--- src/rtl/prog_mem_arbiter.sv ---
// prog_mem_arbiter: owns the 2**AW x DW program nibble memory and shares its
// single access port between the loader (absolute priority), the CPU fetch
// unit (two-nibble reads) and a debug read port (round-robin with fetch).
// Every memory read lands in a register; no output has a combinational path
// from the array.
module prog_mem_arbiter #(
  parameter int AW         = 4,
  parameter int DW         = 4,
  parameter bit CLR_ON_RST = 1'b1
) (
  input  logic            clk,
  input  logic            reset,
  input  logic            ld_req,
  input  logic [AW-1:0]   ld_addr,
  input  logic [DW-1:0]   ld_data,
  output logic            ld_ack,
  input  logic            f_req,
  input  logic [AW-1:0]   f_addr,
  output logic            f_ack,
  output logic [2*DW-1:0] f_instr,
  input  logic            d_req,
  input  logic [AW-1:0]   d_addr,
  output logic            d_ack,
  output logic [DW-1:0]   d_data,
  output logic            busy,
  output logic            cpu_hold
);

  localparam int DEPTH = 1 << AW;

  typedef enum logic [2:0] {IDLE, FLO, FHI, DRD, RESP} state_t;
  typedef enum logic [1:0] {OWN_NONE, OWN_LD, OWN_FE, OWN_DB} owner_t;

  // Context of the read in flight: address latched at grant, low nibble of a fetch.
  typedef struct packed {
    logic [AW-1:0] addr;
    logic [DW-1:0] lo;
  } rd_ctx_t;

  state_t  state, state_nx;
  owner_t  owner, owner_nx;
  logic    rr_last_db, rr_last_db_nx;   // 1: last fetch/debug grant went to debug
  rd_ctx_t ctx;
  logic [AW-1:0] addr_nx;
  logic    mem_we;

  logic [DEPTH-1:0][DW-1:0] mem;

  // Arbitration and sequencing; requests are only looked at in IDLE.
  always_comb begin
    state_nx      = state;
    owner_nx      = owner;
    rr_last_db_nx = rr_last_db;
    addr_nx       = ctx.addr;
    mem_we        = 1'b0;
    case (state)
      IDLE: begin
        if (ld_req) begin
          owner_nx = OWN_LD;
          mem_we   = 1'b1;
          state_nx = RESP;
        end else if (f_req && (!d_req || rr_last_db)) begin
          owner_nx      = OWN_FE;
          addr_nx       = f_addr;
          rr_last_db_nx = 1'b0;
          state_nx      = FLO;
        end else if (d_req) begin
          owner_nx      = OWN_DB;
          addr_nx       = d_addr;
          rr_last_db_nx = 1'b1;
          state_nx      = DRD;
        end
      end
      FLO:     state_nx = FHI;
      FHI:     state_nx = RESP;
      DRD:     state_nx = RESP;
      RESP: begin
        owner_nx = OWN_NONE;
        state_nx = IDLE;
      end
      default: begin
        owner_nx = OWN_NONE;
        state_nx = IDLE;
      end
    endcase
  end

  // Control state; rr_last resets to debug so fetch wins the first tie.
  always_ff @(posedge clk or negedge reset) begin
    if (!reset) begin
      state      <= IDLE;
      owner      <= OWN_NONE;
      rr_last_db <= 1'b1;
      ctx.addr   <= '0;
    end else begin
      state      <= state_nx;
      owner      <= owner_nx;
      rr_last_db <= rr_last_db_nx;
      ctx.addr   <= addr_nx;
    end
  end

  // Read captures: low nibble in FLO, full instruction in FHI, debug nibble in DRD.
  always_ff @(posedge clk or negedge reset) begin
    if (!reset) begin
      ctx.lo  <= '0;
      f_instr <= '0;
      d_data  <= '0;
    end else begin
      if (state == FLO) ctx.lo  <= mem[ctx.addr];
      if (state == FHI) f_instr <= {mem[ctx.addr + AW'(1)], ctx.lo};
      if (state == DRD) d_data  <= mem[ctx.addr];
    end
  end

  // Storage array; the reset-clear variant is selected by CLR_ON_RST.
  generate
    if (CLR_ON_RST) begin : g_mem_clr
      // Loader write at the grant edge, array cleared on reset.
      always_ff @(posedge clk or negedge reset) begin
        if (!reset)      mem <= '0;
        else if (mem_we) mem[ld_addr] <= ld_data;
      end
    end else begin : g_mem_keep
      // Loader write at the grant edge; reset leaves contents alone.
      always_ff @(posedge clk) begin
        if (reset && mem_we) mem[ld_addr] <= ld_data;
      end
    end
  endgenerate

  // Acks are decoded from registered state only, so at most one is high.
  assign ld_ack   = (state == RESP) && (owner == OWN_LD);
  assign f_ack    = (state == RESP) && (owner == OWN_FE);
  assign d_ack    = (state == RESP) && (owner == OWN_DB);
  assign busy     = (state != IDLE);
  assign cpu_hold = ld_req | ld_ack;

endmodule

--- config.mk ---
export PLATFORM = sky130hd
export DESIGN_NAME = prog_mem_arbiter
export DESIGN_NICKNAME = d
export VERILOG_FILES = /design/src/rtl/prog_mem_arbiter.sv
export SDC_FILE = /design/constraint.sdc
export NUM_CORES = 1
export LEC_CHECK = 0
export ABC_AREA = 1
export BUFFER_PORTS_ARGS = -buffer_cell sky130_fd_sc_hd__buf_2
export CAP_MARGIN = 10
export CORE_ASPECT_RATIO = 1.5
export CORE_UTILIZATION = 60
export DETAILED_ROUTE_END_ITERATION = 7
export PLACE_DENSITY_LB_ADDON = 0.05
export SLEW_MARGIN = 10
export SYNTH_ARGS = -nofsm -noshare
export SYNTH_HDL_FRONTEND = slang
export SYNTH_SLANG_ARGS = --single-unit
--- constraint.sdc ---
create_clock -name clk -period 3 [get_ports clk]
set_clock_uncertainty 0.1 [all_clocks]
set_input_delay 0.3 -clock clk [delete_from_list [all_inputs] [get_ports clk]]
set_output_delay 0.3 -clock clk [all_outputs]
set_load 0.05 [all_outputs]
==> results of run 1 <==
## logic make-up after synthesis
group                    Yosys count  share of synthesized area, %
AO/OA/AOI/OAI                    104                          11.6
buffers and inverters            112                          8.86
AND/OR/NAND/NOR                  393                          33.3
flip-flops                        90                          45.6
XOR/XNOR                           2                         0.354
adder cells (fa/ha/maj)            1                         0.253
## critical path, stage by stage (launching register included)
cell	delay, ns
dfrtp_1	0.65
ha_1	0.87
inv_1	0.36
nand3_1	0.18
nand3_1	0.07
nand3_1	0.12
nand2_1	0.05
nand2_1	0.05
nand2_1	0.06
## registers in the layout, indices dropped and copies added, names as in the netlist
| signal | flops |
|---|---|
| d_data | 4 |
| rr_last_db | 1 |
| f_instr | 8 |
| owner | 2 |
| ctx | 8 |
| state | 3 |
| mem | 64 |
## stage by stage
step	power [mW]	worst slack [ns]	utilization, %
4_1_cts	6.68	0.398	69.1
3_3_place_gp	5.28	0.496	64.7
6_report	6.72	0.367	69.1
2_1_floorplan	4.46	0.791	-
3_5_place_dp	5.35	0.419	64.7
5_1_grt	7.16	0.180	69.1
## layer usage
layer | part of all wire, % | vias to the layer above | track usage [%] | wire [microns]
met5 | 0 | - | 0 | 0
met4 | 6.4 | 0 | 26.0 | 924
met3 | 4.8 | 55 | 5.00 | 694
met2 | 49 | 188 | 62.2 | 7190
met1 | 39 | 2177 | 41.7 | 5730
li1 | - | 2286 | - | -
## power breakdown
group	internal [mW]	switching, mW
Sequential	1.73	0.475
Combinational	0.966	2.25
Clock	0.835	0.464
Total	3.53	3.19
## final timing paths
| path | cells after the start | from | end |
|---|---|---|---|
| max in group asynchronous | 3 | reset | f_instr[5]$_DFFE_PN0P_ |
| setup reg to reg | 8 | ctx[5]$_DFFE_PN0P_ | f_instr[7]$_DFFE_PN0P_ |
| hold / removal | 3 | f_addr[3] | ctx[7]$_DFFE_PN0P_ |
| setup / recovery | 8 | ctx[5]$_DFFE_PN0P_ | f_instr[7]$_DFFE_PN0P_ |
| min in group asynchronous | 2 | reset | owner[1]$_DFFE_PN0P_ |
| hold reg to reg | 2 | f_instr[1]$_DFFE_PN0P_ | f_instr[1]$_DFFE_PN0P_ |
## final cells by class
type / count / area [sq um] / area share, %
clock inverter: 5 / 103 / 1.85
tap: 105 / 131 / 2.37
multi-input combinational: 500 / 2250 / 40.7
sequential: 90 / 2250 / 40.8
inverter: 86 / 323 / 5.83
timing repair buffer: 42 / 228 / 4.12
clock buffer: 11 / 243 / 4.39
## cell usage in the layout, fill, tap and decap left out, types with 2 or more instances in the layout
cell type and count:
a21oi_1 10, buf_2 36, buf_4 5, bufinv_16 3, clkbuf_16 9, dfrtp_1 88, inv_1 82, inv_2 3
nand2_1 268, nand2_2 8, nand3_1 76, nor2_1 30, nor2_2 3, nor2_4 2, nor3_2 2, o211ai_1 20
o21ai_0 59, o21ai_1 14
## repair_timing
action | CTS | global route
hold endpoints to repair | 49 | 0
hold buffers | 1 | 0
buffers inserted | 0 | 0
==> impl_metrics.json, run 1 <==
{
  "status": "finished, final reports clean",
  "area_growth_pct": 11.9,
  "ys_top_cells_by_area": "dfrtp_1 45%, nand2_1 20%, nand3_1 7.7%",
  "power.density_mw_per_mm2": 1210,
  "syn_inst": 702,
  "wl_mm": 14.5,
  "min-delay-path-class": "in -> reg",
  "via_per_inst": 5.61,
  "cp_max_fo": 21,
  "final_layout_size_suffix_gt1_share_pct": 10.6,
  "cts_tree": "yes",
  "period_share_pct": 87.8,
  "grt_pass1_wl_mm": 23.1,
  "slew_headroom_pct": 47.1,
  "filler_cell_count": 721,
  "drt_pass1_iterations": 5,
  "place_congestion": 0.999,
  "cts_root_buf": "clkbuf_16",
  "seq_area_frac_synth_pct": 45.6,
  "worstPathArrival_ns": 2.77,
  "cts_buffer_depth": 2,
  "synth_top_area_share_pct": 45.1,
  "rows": 40,
  "grt_use_total_pct": 36.3,
  "die_area_sq_mm": 0.00861,
  "die_y_microns": 113,
  "setup_viol": 0,
  "max-vdd-ir-drop_uv": 611,
  "overflow": 0,
  "r2r_slack_ns": 0.37,
  "final_area_sq_mm": 0.00553,
  "async_flop_share_pct": 100,
  "dieWidth_microns": 76.1,
  "clock_latency_ns": 0.35,
  "grt_max_degree": 71,
  "critPathCaptureType": "flop",
  "yosysWarnings": 0,
  "clock-sinks": 90,
  "dpl.cell_count": 822,
  "placed_area_sq_mm": 0.00518,
  "synth-main-ff-cell": "dfrtp_1",
  "startpoint_type": "flop",
  "start_util_pct": 61.7,
  "whs_ns": 0.112,
  "synth-edff-count": 0,
  "postRouteAntennaNets": 0,
  "worstSetupPathType": "reg -> reg",
  "avgRoutedWirePerCell_microns": 17.3,
  "period_minus_slack_ns": 2.63,
  "pin_count": 38,
  "num_antenna_cells": 0,
  "yosysMostFrequentCell": "nand2_1",
  "tightest_slew_ns": 0.788,
  "setup_tns_ns": 0,
  "syn_area_per_cell_sq_um": 7.04,
  "slew_violations": 0,
  "hpwl_mm": 10.6,
  "synth_nets": 724,
  "cts_made_buffers": 9,
  "finalHoldViolations": 0,
  "synth.largest_area_cell": "dfrtp_1",
  "p_leak_nw": 2.83,
  "clkSlewWorstSetupHoldPaths_ns": 0.06,
  "drt_iter0_markers": 301,
  "ys_seq_elements": 90,
  "io_buffers": 37,
  "synthesis.area_sq_mm": 0.00494,
  "first_global_vias": 4492,
  "core_area_sq_mm": 0.00801,
  "finalNonFillerCells": 839,
  "drc_errors": 0,
  "crit_required_ns": 3.13,
  "nets": 751,
  "cap_violations": 0,
  "rsz0062_at_grt": "no",
  "antenna_found_initial": 0,
  "max_freq_ghz": 0.380,
  "routed-via-count": 4706,
  "ctsHtreeMaxLevel": 3,
  "synthTopCellsByCount": "268 x nand2_1, 89 x dfrtp_1, 82 x inv_1, 76 x nand3_1, 59 x o21ai_0",
  "cts.repair.resized": 0,
  "yosys.cell_types.count": 26
}
Note: power is estimated with default switching activity, not from simulation.
==> run 2: changes to the inputs <==
--- a/config.mk
+++ b/config.mk
@@ -6,13 +6,13 @@
 export NUM_CORES = 1
 export LEC_CHECK = 0
 export ABC_AREA = 1
-export BUFFER_PORTS_ARGS = -buffer_cell sky130_fd_sc_hd__buf_2
+export BUFFER_PORTS_ARGS = -buffer_cell sky130_fd_sc_hd__clkbuf_2
 export CAP_MARGIN = 10
 export CORE_ASPECT_RATIO = 1.5
 export CORE_UTILIZATION = 60
 export DETAILED_ROUTE_END_ITERATION = 7
 export PLACE_DENSITY_LB_ADDON = 0.05
-export SLEW_MARGIN = 10
+export SLEW_MARGIN = 40
 export SYNTH_ARGS = -nofsm -noshare
 export SYNTH_HDL_FRONTEND = slang
 export SYNTH_SLANG_ARGS = --single-unit
==> run 2 against run 1 <==
Hold slack better by 0.012 ns. Cell count is 0.12% higher. Sequential cell count stayed put. Highest routed layer unchanged. Design area is 0.36% lower. Critical path type unchanged. Largest power group unchanged. Sequential share of layout area is 0.15 points higher. Clock power is 12% lower. Critical endpoint is now f_instr[4]$_DFFE_PN0P_. Critical path depth stayed put.
==> impl_metrics.json, run 2 (same netlist as run 1, synthesis figures left out) <==
{
  "status": "finished, final reports clean",
  "p_clk_share_pct": 17.4,
  "grt_max_degree": 70,
  "max_stage_delay_ns": 0.83,
  "final_cell_mix": "268 x nand2_1, 88 x dfrtp_1, 82 x inv_1, 76 x nand3_1, 59 x o21ai_0",
  "routed-via-count": 4659,
  "worstPathArrival_ns": 2.59,
  "finalHoldViolations": 0,
  "post-place-ws_ns": 0.642,
  "nets": 752,
  "crit_buf_inv": 1,
  "worstHoldStart": "f_addr[3]",
  "r2r_slack_ns": 0.54,
  "avgRoutedWirePerCell_microns": 16.7,
  "grt_use_total_pct": 34.4,
  "overflow": 0,
  "core_area_sq_mm": 0.00801,
  "drt_iter0_markers": 331,
  "wl_mm": 14.0,
  "reg2reg_from": "ctx[5]$_DFFE_PN0P_",
  "antenna_found_initial": 0,
  "multi_input_area_sq_mm": 0.00225,
  "max-vdd-ir-drop_uv": 772,
  "cts.repair.resized": 0,
  "p_leak_nw": 2.81,
  "start_util_pct": 61.7,
  "slew_violations": 0,
  "cp_max_fo": 21,
  "via_per_inst": 5.55,
  "place_congestion": 0.977,
  "fin_ws_ns": 0.539,
  "holdPathStages": 3,
  "drc_errors": 0,
  "critPathCaptureType": "flop",
  "grt_pass1_wl_mm": 22.3,
  "worstSetupPathType": "reg -> reg",
  "cts_tree": "yes",
  "cp_slowest_cell": "ha_1",
  "cts_buffer_depth": 2,
  "startpoint_type": "flop",
  "postRouteAntennaNets": 0,
  "p_comb_share_pct": 50.1,
  "finalPower_mw": 6.55,
  "tightest_slew_ns": 0.776,
  "first_global_vias": 4476,
  "cts_root_buf": "clkbuf_16",
  "power.density_mw_per_mm2": 1190,
  "area_growth_pct": 11.5,
  "min-delay-path-class": "in -> reg",
  "final_layout_size_suffix_gt1_share_pct": 10.9,
  "p_switching_mw": 3.17,
  "hpwl_mm": 10.4,
  "clock-sinks": 90,
  "top_regs": "mem: 64 flops, ctx: 8 flops, f_instr: 8 flops",
  "internal_power_mw": 3.38,
  "cap_violations": 0,
  "worstReg2RegEnd": "f_instr[4]$_DFFE_PN0P_",
  "swShare_pct": 48.4,
  "p_seq_share_pct": 32.5,
  "crit_required_ns": 3.13,
  "die_area_sq_mm": 0.00861,
  "rows": 40,
  "ctsHtreeMaxLevel": 3,
  "max_freq_ghz": 0.406,
  "period_minus_slack_ns": 2.46,
  "r2r_cells": 8,
  "period_share_pct": 82.0,
  "regMostFlops": "mem",
  "regArea_sq_mm": 0.00225,
  "pin_count": 38,
  "clock_latency_ns": 0.34,
  "dieWidth_microns": 76.1,
  "slew_headroom_pct": 48.1,
  "cts_made_buffers": 9,
  "drt_pass1_iterations": 5,
  "rsz0062_at_grt": "no",
  "cp_cell_sequence": "ha_1 > inv_1 > nand3_1 > nand3_1 > nand3_1 > nand2_1 > nand2_1 > nand2_1",
  "hold_end": "ctx[7]$_DFFE_PN0P_",
  "final_common_cell": "nand2_1",
  "cpLargestDelayFamily": "adder cells",
  "die_y_microns": 113,
  "clkSlewWorstSetupHoldPaths_ns": 0.07,
  "setup_viol": 0,
  "io_buffers": 37,
  "largest_reg_flops": 64,
  "setup_tns_ns": 0,
  "filler_cell_count": 699,
  "num_antenna_cells": 0
}
-- run 2: changes by cell type in the layout (fill, tap and decap cells not counted), sizes merged --
cell and change:
buf -35, bufinv -2, clkbuf +35, clkinv +1, clkinvlp +2
-- run 2: worst min-delay path: stages --
cell and delay [ns]:
clkbuf_2 0.08, o211ai_1 0.08, o21ai_0 0.07
-- run 2: layout make-up --
class / instances / share of cell area, %
inverter: 86 / 5.86
sequential: 90 / 40.9
clock inverter: 6 / 1.20
timing repair buffer: 43 / 4.49
clock buffer: 10 / 4.33
multi-input combinational: 500 / 40.8
tap: 105 / 2.38
-- run 2: routing by layer --
| metal | vias up | track usage [%] | share of wire [%] |
|---|---|---|---|
| met3 | 44 | 4.68 | 4.6 |
| met2 | 150 | 60.9 | 51 |
| met5 | - | 0 | 0 |
| li1 | 2281 | - | - |
| met1 | 2184 | 40.0 | 40 |
| met4 | 0 | 19.7 | 4.7 |
-- run 2: what timing repair did --
action,in CTS,in global routing
buffers inserted,0,0
hold buffers,1,0
endpoints found under the setup margin,0,0
endpoints found under the hold margin,47,0
-- run 2: power groups by stage --
stage	combinational, mW	clock, mW	sequential, mW
floorplan	2.23	0	2.24
global placement	3.19	0	2.11
detailed placement	3.22	0	2.13
CTS	3.25	1.14	2.11
global route	3.63	1.19	2.18
finish	3.28	1.14	2.13
-- run 2: worst max-delay path by stage --
stage	slack, ns	startpoint	cells past startpoint	to
floorplan	0.79	state[0]$_DFFE_PN0P_	3	cpu_hold
finish	0.54	ctx[5]$_DFFE_PN0P_	8	f_instr[4]$_DFFE_PN0P_
global route	0.33	ctx[5]$_DFFE_PN0P_	8	f_instr[4]$_DFFE_PN0P_
CTS	0.62	ctx[5]$_DFFE_PN0P_	8	f_instr[7]$_DFFE_PN0P_
global placement	0.67	ctx[5]$_DFFE_PN0P_	8	f_instr[4]$_DFFE_PN0P_
detailed placement	0.64	ctx[5]$_DFFE_PN0P_	8	f_instr[7]$_DFFE_PN0P_
-- run 2: per-stage QoR --
stage / std cells / hold slack (ns) / utilization [%] / cell area (sq um)
6_report: 840 / 0.124 / 68.8 / 5510
5_1_grt: 840 / 0.150 / 68.8 / 5510
3_3_place_gp: 823 / 0.250 / 64.9 / 5200
4_1_cts: 840 / 0.124 / 68.8 / 5510
2_1_floorplan: 702 / -0.0956 / - / 4940
3_5_place_dp: 823 / 0.262 / 64.9 / 5200
==> run 3: changes to the inputs <==
==> constraint.sdc (replaced) <==
create_clock -name clk -period 2.45 [get_ports clk]
set_clock_uncertainty 0.1 [all_clocks]
set_input_delay 0.245 -clock clk [delete_from_list [all_inputs] [get_ports clk]]
set_output_delay 0.245 -clock clk [all_outputs]
set_load 0.05 [all_outputs]
==> run 3 against run 2 <==
Global-route usage is 0.80 points lower. First-iteration DRC count is 9.1% higher. Register-to-register slack worse by 0.21 ns. Power rose by 22%. Combinational power is 22% higher. Core utilization rose by 0.16 points. Critical path depth decreased by 1. Wire length down 3.0%. Via count shrank 0.86%. Clock power up 17%. Sequential share of layout area shrank 0.093 points.
==> impl_metrics.json, run 3 (same netlist as run 1, synthesis figures left out) <==
{
  "p_leak_nw": 2.83,
  "cts_root_buf": "clkbuf_16",
  "drc_errors": 0,
  "regMostFlops": "mem",
  "cts_buffer_depth": 2,
  "max_freq_ghz": 0.472,
  "max-vdd-ir-drop_uv": 710,
  "cts_made_buffers": 9,
  "pin_count": 38,
  "final_common_cell": "nand2_1",
  "postRouteAntennaNets": 0,
  "rows": 40,
  "wl_mm": 13.6,
  "num_antenna_cells": 0,
  "dpl.cell_count": 826,
  "final_cell_mix": "268 x nand2_1, 88 x dfrtp_1, 82 x inv_1, 76 x nand3_1, 59 x o21ai_0",
  "core_area_sq_mm": 0.00801,
  "drt_iter0_markers": 361,
  "die_area_sq_mm": 0.00861,
  "io_buffers": 37,
  "drt_pass1_iterations": 6,
  "avgRoutedWirePerCell_microns": 16.2,
  "routed-via-count": 4619,
  "worstSetupPathType": "reg -> reg",
  "slew_violations": 0,
  "setup_viol": 0,
  "first_global_vias": 4361,
  "place_congestion": 1.03,
  "finalHoldViolations": 0,
  "status": "finished, final reports clean",
  "grt_use_total_pct": 33.6,
  "cap_violations": 0,
  "grt_pass1_wl_mm": 21.8,
  "crit_required_ns": 2.58,
  "power.density_mw_per_mm2": 1440,
  "area_growth_pct": 11.8,
  "cp_max_fo": 19,
  "clock_latency_ns": 0.34,
  "antenna_found_initial": 0,
  "dieWidth_microns": 76.1,
  "top_regs": "mem: 64 flops, ctx: 8 flops, f_instr: 8 flops",
  "overflow": 0,
  "via_per_inst": 5.49,
  "final_layout_size_suffix_gt1_share_pct": 11.0,
  "nets": 755,
  "tightest_slew_ns": 0.650,
  "startpoint_type": "flop",
  "period_share_pct": 86.5,
  "ctsHtreeMaxLevel": 3,
  "rsz0062_at_grt": "no",
  "critPathCaptureType": "flop",
  "largest_reg_flops": 64,
  "setup_tns_ns": 0,
  "finalNonFillerCells": 842,
  "die_y_microns": 113,
  "min-delay-path-class": "in -> reg",
  "clkSlewWorstSetupHoldPaths_ns": 0.06,
  "hpwl_mm": 10.1,
  "cts_setup_buffers": 0,
  "slew_headroom_pct": 56.4,
  "cts_tree": "yes",
  "clock-sinks": 90,
  "start_util_pct": 61.7,
  "worstPathArrival_ns": 2.25,
  "period_minus_slack_ns": 2.12,
  "whs_ns": 0.0921,
  "grt_max_degree": 71
}
run 3: cell count changes in the layout (fill, tap and decap cells not counted), sizes merged:
cell,previous run,this run
buf,6,9
clkinv,3,4
inv,85,86
clkinvlp,3,0
run 3: where the power goes:
part	internal (mW)	switching (mW)	leakage (nW)
Sequential	2.12	0.532	1.13
Clock	0.782	0.547	0.142
Combinational	1.27	2.74	1.56
Total	4.17	3.82	2.83
run 3: routing by layer:
metal | track usage (%) | wire, microns | vias up
met2 | 57.9 | 6820 | 169
li1 | - | - | 2290
met4 | 19.2 | 665 | 0
met3 | 4.44 | 641 | 42
met5 | 0 | 0 | -
met1 | 40.6 | 5470 | 2118
run 3: final timing paths:
path	end	from	cells past startpoint	slack [ns]
worst min register to register	f_instr[3]$_DFFE_PN0P_	ctx[3]$_DFFE_PN0P_	2	0.37
worst max-delay path	f_instr[5]$_DFFE_PN0P_	ctx[4]$_DFFE_PN0P_	7	0.33
worst max register to register	f_instr[5]$_DFFE_PN0P_	ctx[4]$_DFFE_PN0P_	7	0.33
worst min-delay path	ctx[7]$_DFFE_PN0P_	f_addr[3]	3	0.09
max in group asynchronous	mem[33]$_DFFE_PN0P_	reset	3	1.31
min in group asynchronous	owner[1]$_DFFE_PN0P_	reset	2	0.28
run 3: area by class of cell:
class	count	area, sq um
fill	712	2480
sequential	90	2250
multi-input combinational	500	2250
inverter	86	323
timing repair buffer	46	283
clock buffer	10	229
tap	105	131
clock inverter	5	53.8
run 3: worst max-delay path, cell delays in order, from the launching register on:
cell	delay, ns
dfrtp_2	0.58
ha_1	0.26
xor2_1	0.54
nand3_1	0.25
nand3_1	0.12
nand2_1	0.05
nand2_1	0.05
nand2_1	0.05
run 3: what timing repair did:
item,4_1_cts,5_1_grt
hold buffers,1,0
resized for setup,0,0
endpoints found under the hold margin,30,0
run 3: through the flow:
step	area (sq um)	setup slack (ns)	utilization (%)	total power, mW
3_3_place_gp	5230	0.415	65.3	6.51
5_1_grt	5530	0.209	69.0	8.59
3_5_place_dp	5230	0.377	65.3	6.59
2_1_floorplan	4940	0.296	-	5.47
6_report	5530	0.331	69.0	7.98
4_1_cts	5530	0.366	69.0	7.95
